--- config.mk ---
export PLATFORM = sky130hd
export DESIGN_NAME = cache_fill_fsm
export DESIGN_NICKNAME = d
export VERILOG_FILES = /design/src/rtl/cache_fill_fsm.sv
export SDC_FILE = /design/constraint.sdc
export NUM_CORES = 1
export LEC_CHECK = 0
export ABC_AREA = 1
export CORE_MARGIN = 2
export CORE_UTILIZATION = 36
export CTS_CLUSTER_SIZE = 10
export DETAILED_ROUTE_END_ITERATION = 10
export GPL_ROUTABILITY_DRIVEN = 0
export GPL_TIMING_DRIVEN = 0
export PLACE_DENSITY = 0.85
export SYNTH_ARGS = -nofsm -noshare
export SYNTH_HDL_FRONTEND = slang
export SYNTH_SLANG_ARGS = --single-unit
--- constraint.sdc ---
create_clock -name clk -period 3 [get_ports clk]
set_input_delay 0.6 -clock clk [delete_from_list [all_inputs] [get_ports clk]]
set_output_delay 0.6 -clock clk [all_outputs]
set_load 0.05 [all_outputs]
--- src/rtl/cache_fill_fsm.sv ---
// cache_fill_fsm: block-fill controller for cache misses.
// Issues one word read per cycle for every word of the missing block, streams
// each returned word into the data array, and pulses the tag-array write on
// the last word so that the block becomes valid.
module cache_fill_fsm #(
  parameter int ADDR_W = 16,
  parameter int WORDS  = 8
) (
  input  logic              clk,
  input  logic              rst,
  input  logic              miss_detected,
  input  logic [ADDR_W-1:0] miss_address,
  input  logic [15:0]       memory_data,
  input  logic              memory_data_valid,
  output logic              fsm_busy,
  output logic              memory_read,
  output logic [ADDR_W-1:0] memory_address,
  output logic              write_data_array,
  output logic [ADDR_W-1:0] fill_address,
  output logic [15:0]       fill_data,
  output logic              write_tag_array
);

  localparam int CNT_W  = $clog2(WORDS);
  localparam int OFF_W  = CNT_W + 1;
  localparam int BASE_W = ADDR_W - OFF_W;
  localparam logic [CNT_W:0]   REQ_DONE = (CNT_W + 1)'(WORDS);
  localparam logic [CNT_W-1:0] RCV_LAST = CNT_W'(WORDS - 1);

  typedef enum logic {
    IDLE = 1'b0,
    FILL = 1'b1
  } state_t;

  state_t              state;
  logic [BASE_W-1:0]   base;
  logic [CNT_W:0]      req_cnt;
  logic [CNT_W-1:0]    rcv_cnt;

  // The byte offset of the missing access does not matter: the whole block is filled.
  logic unused_offset;
  assign unused_offset = ^miss_address[OFF_W-1:0];

  // Latch the block on an accepted miss, then count requests issued and words received.
  always_ff @(posedge clk or posedge rst) begin
    if (rst) begin
      state   <= IDLE;
      base    <= '0;
      req_cnt <= '0;
      rcv_cnt <= '0;
    end else begin
      case (state)
        IDLE: begin
          if (miss_detected) begin
            base    <= miss_address[ADDR_W-1:OFF_W];
            req_cnt <= '0;
            rcv_cnt <= '0;
            state   <= FILL;
          end
        end
        FILL: begin
          if (memory_read) begin
            req_cnt <= req_cnt + 1'b1;
          end
          if (memory_data_valid) begin
            rcv_cnt <= rcv_cnt + 1'b1;
            if (rcv_cnt == RCV_LAST) begin
              state <= IDLE;
            end
          end
        end
      endcase
    end
  end

  // Busy is a plain decode of the registered state.
  assign fsm_busy = (state == FILL);

  // Request/response strobes and word addresses; address outputs show the block base when idle.
  always_comb begin
    memory_read      = 1'b0;
    write_data_array = 1'b0;
    write_tag_array  = 1'b0;
    memory_address   = {base, {OFF_W{1'b0}}};
    fill_address     = {base, {OFF_W{1'b0}}};
    fill_data        = memory_data;
    if (state == FILL) begin
      memory_read      = (req_cnt < REQ_DONE);
      memory_address   = {base, req_cnt[CNT_W-1:0], 1'b0};
      fill_address     = {base, rcv_cnt, 1'b0};
      write_data_array = memory_data_valid;
      write_tag_array  = memory_data_valid && (rcv_cnt == RCV_LAST);
    end
  end

endmodule
# Word-level counts from Yosys, hierarchy flattened
# Index checks and enable logic that the tools add are counted.
[word_totals]
reg_bits = 20
out_inout_bits = 52
wordCells = 31
[op_classes]
addsub = 2
n_lt_le_gt_ge = 1
n_eq_ne = 4
muxes = 15
n_bitwise = 1
n_reduce_logical = 4
[ops]
columns = ["operator", "n"]
rows = [
  ["4-bit 2-to-1 mux", 4],
  ["4-bit one-hot mux with 2 select lines", 1],
  ["1-bit 2-to-1 mux", 6],
  ["3-bit 2-to-1 mux", 2],
  ["2-bit != test (second input constant)", 3],
  ["3-bit one-hot mux with 2 select lines", 1],
  ["2-bit AND reduction", 3],
  ["4-bit by 1-bit adder with 4-bit output (second input constant)", 1],
  ["4-bit < comparator (second input constant)", 1],
  ["3-bit by 1-bit adder with 3-bit output (second input constant)", 1],
  ["3-bit equality test (second input constant)", 1],
  ["1-bit one-hot mux with 2 select lines", 1],
  ["1-bit logical AND", 1],
  ["1-bit NOT", 1],
]

# Longest topological paths before layout
# Gate-level depths: netlist of run 1.
[logic_depth]
word_depth = 4
ltp_mapped = 5

# Least setup slack after synthesis of run 1
# Ideal clock, no wire load.
[synth_timing]
kind = "register to output"
from = "reg state (netlist: fsm_busy)"
to = "out write_tag_array"
arrival_ns = 1.624
t_required_ns = 2.400
slack_ns = 0.776
stages_incl_launch_ff = 4
n_path_buf = 1
cell_sequence = "dfrtp_1 -> inv_2 -> buf_2 -> nor2_1"
[synth_between]
elab_chain_cells = 1
[synth_rtl]
columns = ["item", "line_no", "source"]
rows = [
  ["from (decl)", "35", "state_t state;"],
  ["from (signal assigned)", "47", "state <= IDLE;"],
  ["from (signal assigned)", "58", "state <= FILL;"],
  ["from (signal assigned)", "68", "state <= IDLE;"],
  ["1-bit 2-to-1 mux", "87", "if (state == FILL) begin"],
  ["to (decl)", "21", "output logic write_tag_array"],
]
# Every way passes these cells.

# Worst setup path after layout of run 1
[layout_timing]
from = "in memory_data_valid"
to = "out write_tag_array"
[layout_between]
elab_chain_cells = 2
[layout_rtl]
columns = ["item", "line_no", "source"]
rows = [
  ["from (decl)", "14", "input logic memory_data_valid,"],
  ["1-bit logical AND", "92", "write_tag_array = memory_data_valid && (rcv_cnt == RCV_LAST);"],
  ["1-bit 2-to-1 mux", "87", ""],
]
# Every way passes these cells.

==> results.md, run 1 <==
- Outcome: completed
- Initial antenna violation count: 0
- Final Skew: 0.006373 ns
- Row count: 20
- Die height: 61.04 µm
- Pin count of the biggest net entering global routing: 21
- Routed WL per cell: 10.24 µm
- Final core utilization: 61.83%
- Final worst hold slack: 0.5078 ns
- Final net count: 257
- ANT nets after route: 0
- Worst-Margin Slew: 0.7433 ns
- Crit path max-delay family: buffers and inverters
- CP Max Fanout: 2
- Antenna Cells: 0
- Die area: 3725 µm²
- Io pins: 88
- Total of max-cap violations: 0
- Dominant cells by area after synthesis: dfrtp_1 (43%), buf_4 (21%), nand2_1 (16%)
- Critical path origin: memory_data_valid
- Iteration-0 DRC Markers: 24
- Crit path top cell by count: clkdlybuf4s50_1
- Starting Density: 38.05%
- RSZ-0062 raised after global routing: no
- CP endpoint kind: output port
- Seq/Total Area, Yosys: 42.74%
- # DRC: 0
- Worst min-delay path startpoint: base[11]
- Biggest cell delay along the critical path: 0.82 ns
- CTS Buffer Depth: 2
- Count of input and output buffers: 65
- Netlist cell types: 14
- Hold Buf Count CTS: 0
- Mean area per synthesized cell: 7.967 µm²
- Reg2reg path depth: 4
- WP buf/inv: 2
- Achievable clock frequency: 366.0 MHz
- Mapped Area: 1171 µm²
- Root buf cell: clkbuf_4
- Total global routing overflow: 0
- CTS tree: built
- Setup TNS: 0 ns
- DP HPWL: 2150 µm
- CP max-delay cell: clkdlybuf4s50_1
- Total number of vias: 1076
- Layout area overhead: 62.50%
- Design Area, Final: 1903 µm²
- Most common cell in the netlist: nand2_1
- Critical Path RT: 2.40 ns
- Total CTS buffers: 3
- TritonCTS Sinks: 20
- Final Hold Fails: 0
- YS warnings: 0
- Async set-reset flop share out of synthesis: 100.0%
- Post-DP Area: 1881 µm²
- First-pass GRT wire length: 3926 µm
- WP data arrival: 2.13 ns
- Minimum clock period: 2.732 ns
- Die width: 61.04 µm
- Setup-failing EPs final: 0
- Dominant synthesized flop cell: dfrtp_1
- Post-Syn Instances: 147
- Routed wire length: 2663 µm
- CTS clk-pin slew, worst paths: 0.10 ns
- Slew HR: 50.39%
- First-pass iteration count of the detailed router: 4
- Setup bufs post-CTS: 0
- Min-Delay Path Class: reg -> reg
- RR Startpoint: rcv_cnt[0]
- Top-area cell type share of the netlist area: 42.74%
- Peak VDD IR: 0.6004 mV
- Critical Path, Cell by Cell: clkdlybuf4s50_1, nand2_1, nor2_1, clkdlybuf4s50_1
- Critical path type: in -> out
- Pins over their slew limit: 0
- Post-synth EDFFs: 0
- Most frequent cells after synthesis: nand2_1 (50), buf_4 (32), dfrtp_1 (20), nand3_1 (19), inv_1 (12)
- Period utilization: 91.08%
- R2r setup slk: 1.88 ns
- Standby leakage power: 0.001001 µW
- Vias per inst: 4.138
- Hold Path Sink: base[11]
- Hold Path Depth: 2
- Post-CTS Resized: 0
- GR Util All Layers: 13.98%
- Vias in the first global route: 972
- Clk_lat worst skew: 0.30 ns
- Share of layout cells above drive strength 1: 18.52%
- Non-filler cells, final: 260
- Core area: 3078 µm²
- Dominant cell type by area after synthesis: dfrtp_1
- Register bit count reported by yosys: 20
- H-Tree Depth: 1
- Placed insts: 257
- Reg-to-reg endpoint: rcv_cnt[2]
- Crit path launch type: primary input
- PD cells: 1286 nW/µm²
## power by group
| group | internal, µW | switching, µW |
|---|---|---|
| Clock | 46.8 | 76.7 |
| Combinational | 643 | 1170 |
| Sequential | 404 | 112 |
## cells in the final DEF (no fill, tap or decap)
cell type,count
buf_6,1
ha_1,3
nor2_1,3
dfrtp_1,20
clkdlybuf4s50_1,65
nand3b_1,1
or2_0,1
conb_1,2
buf_2,2
inv_2,1
clkbuf_4,3
nand2_1,50
nand2_4,1
nand3_1,19
inv_1,12
buf_4,32
## sequential cells by signal, indices dropped and copies added, names as in the netlist
name      cells
rcv_cnt       3
base         12
req_cnt       4
fsm_busy      1
## how the worst max path moves through the flow
stage | depth (start not counted) | end
after floorplan | 3 | write_tag_array
after global placement | 4 | write_tag_array
after detailed placement | 4 | write_tag_array
after CTS | 4 | write_tag_array
after global routing | 4 | write_tag_array
final | 4 | write_tag_array
## kinds of logic (layout without fill, tap and decap cells)
family                     Yosys count  count (layout)  share of synthesized area (%)
and+or+nand+nor                     75              75                          27.24
buffers and inverters               48             116                          26.50
DFF                                 20              20                          42.74
adders and majority gates            3               3                          3.205
other                                1               2                         0.3202
## through the flow
stage | power (µW) | setup WS [ns]
after floorplan | 1784 | 0.7755
after global placement | 2316 | 0.2586
after detailed placement | 2348 | 0.2717
after CTS | 2478 | 0.2543
after global routing | 2590 | 0.1837
final | 2448 | 0.2676
## final cells by class
class	instances	area, µm²
well taps	44	55.05
inverters	13	48.80
multi-input cells	80	364.1
flip-flops and latches	20	500.5
repair buffers	65	650.6
fillers	284	1175
clock buffers	3	22.52
plain buffers	35	261.5
## per-layer routing
layer | up-vias | part of all wire (%) | track usage, % | wire length (µm)
li1 | 554 | - | - | -
met1 | 478 | 39 | 15.34 | 1033
met2 | 44 | 54 | 26.44 | 1450
met3 | 0 | 6.7 | 4.202 | 179
met4 | 0 | 0 | 2.795 | 0
met5 | - | 0 | 0 | 0
## worst min-delay path: stages (launching register included)
cell and delay [ns]:
dfrtp_1 0.38, nand2_1 0.06, nand2_1 0.05
(Power assumes the default switching activity.)
==> inputs of run 2 (changes only) <==
- ABC_CLOCK_PERIOD_IN_PS: unset -> 3000
- REMOVE_ABC_BUFFERS: unset -> 1
- SLEW_MARGIN: unset -> 30
==> run 2 against run 1 <==
Sequential share of layout area increased by 7.2 points. Critical path type is now reg -> out. Worst hold slack got worse by 0.0058 ns. First-iteration DRC count increased by 13%. Critical path depth decreased by 1. Routed wire length decreased by 7.5%.
==> results.md, run 2 (same netlist as run 1, synthesis figures left out) <==
- Outcome: completed
- Post-DP Area: 1459 µm² (-22%)
- Core area: 3078 µm² (unchanged)
- Vias per inst: 4.438 (+7.2%)
- Io pins: 88 (unchanged)
- Iteration-0 DRC Markers: 27 (+13%)
- Minimum clock period: 2.781 ns (+0.04834 ns)
- Reg2reg path depth: 4 (unchanged)
- WP data arrival: 2.18 ns (+0.05 ns)
- Vias in the first global route: 887 (-8.7%)
- RSZ-0062 raised after global routing: no
- Setup-failing EPs final: 0 (unchanged)
- Hold Path Depth: 2 (unchanged)
- Top reg by flops: base
- Most frequent cells in the layout: nand2_1 (50), clkdlybuf4s50_1 (49), dfrtp_1 (20), nand3_1 (19), inv_1 (12)
- H-Tree Depth: 1 (unchanged)
- CP Max Fanout: 15 (+13)
- Routed wire length: 2462 µm (-7.5%)
- ANT nets after route: 0 (unchanged)
- Antenna Cells: 0 (unchanged)
- Placed insts: 206 (-20%)
- Setup bufs post-CTS: 0 (unchanged)
- CP endpoint kind: output port
- Initial antenna violation count: 0 (unchanged)
- Total CTS buffers: 3 (unchanged)
- Non-filler cells, final: 210 (-19%)
- Row count: 20 (unchanged)
- Pins over their slew limit: 0 (unchanged)
- Achievable clock frequency: 359.6 MHz (-1.7%)
- Min-Delay Path Class: reg -> reg
- Count of input and output buffers: 49 (-25%)
- Root buf cell: clkbuf_4
- Final net count: 206 (-20%)
- Final core utilization: 48.58% (-13 points)
- Crit path launch type: flop
- First-pass GRT wire length: 3933 µm (+0.18%)
- Total global routing overflow: 0 (unchanged)
- Share of layout cells above drive strength 1: 3.614% (-15 points)
- Largest register FFs: 12 (unchanged)
- Commonest non-fill, non-tap cell in the layout: nand2_1
- # DRC: 0 (unchanged)
- Design Area, Final: 1495 µm² (-21%)
- CTS Buffer Depth: 2 (unchanged)
- First-pass iteration count of the detailed router: 4 (unchanged)
- Total number of vias: 932 (-13%)
- Slew HR: 50.89% (+0.50 points)
- CTS clk-pin slew, worst paths: 0.10 ns (about the same)
- Critical path type: reg -> out
- Layout area overhead: 27.67%
- Clk_lat worst skew: 0.30 ns (about the same)
- Total of max-cap violations: 0 (unchanged)
- Setup TNS: 0 ns (unchanged)
- Pin count of the biggest net entering global routing: 21 (unchanged)
- TritonCTS Sinks: 20 (unchanged)
- Routed WL per cell: 11.72 µm (+14%)
- Critical Path RT: 2.40 ns (about the same)
- CTS tree: built
- Die height: 61.04 µm (unchanged)
- GR Util All Layers: 14.50% (+0.52 points)
- Worst-Margin Slew: 0.7358 ns (-0.007538 ns)
- Largest registers: base: 12 flops, req_cnt: 4 flops, rcv_cnt: 3 flops
- Final Hold Fails: 0 (unchanged)
- Die width: 61.04 µm (unchanged)
- Die area: 3725 µm² (unchanged)
- Starting Density: 38.05% (unchanged)
- DP HPWL: 1841 µm (-14%)
- Post-CTS Resized: 0 (unchanged)
- Final Skew: 0.01126 ns (+0.004889 ns)
- Hold Buf Count CTS: 0 (unchanged)
- Period utilization: 92.69% (+1.6 points)
- Filler cells: 326 (+15%)
## run 2: path summary, 6_finish.rpt
check,slack [ns],startpoint,endpoint
min in group asynchronous,0.72,rst,base[3]
max reg2reg,1.34,fsm_busy,rcv_cnt[0]
max in group asynchronous,1.81,rst,rcv_cnt[0]
max,0.22,fsm_busy,memory_read
min,0.50,base[7],base[7]
min reg2reg,0.50,base[7],base[7]
## run 2: worst max-delay path, cell delays in order (launching register included)
cell             delay, ns
dfrtp_1               0.61
inv_2                 0.22
nor2_1                0.22
clkdlybuf4s50_1       0.84
## run 2: cell type report
| cell class | count | area (µm²) | share of cell area [%] |
|---|---|---|---|
| inverters | 13 | 48.80 | 3.264 |
| clock buffers | 4 | 36.28 | 2.427 |
| flip-flops and latches | 20 | 500.5 | 33.47 |
| well taps | 44 | 55.05 | 3.682 |
| multi-input cells | 80 | 364.1 | 24.35 |
| repair buffers | 49 | 490.5 | 32.80 |
## run 2: layer usage
metal  vias up  share of wire [%]  GRT usage (%)
li1        451                  -              -
met1       417                 39          16.67
met2        62                 44          20.67
met3         2                 16          9.664
met4         0               0.69          5.590
met5         -                  0          7.143
## run 2: through the flow
step,setup slack (ns),hold slack [ns]
finish,0.2192,0.5020
CTS,0.1688,0.5101
detailed placement,0.2659,0.4830
floorplan,0.6056,0.4928
global placement,0.2782,0.4813
global route,0.0009630,0.5419
Power of run 2 is left out: the tool's default activity adds up to more than one toggle a clock period on the data nets, which glitch-free logic cannot reach.
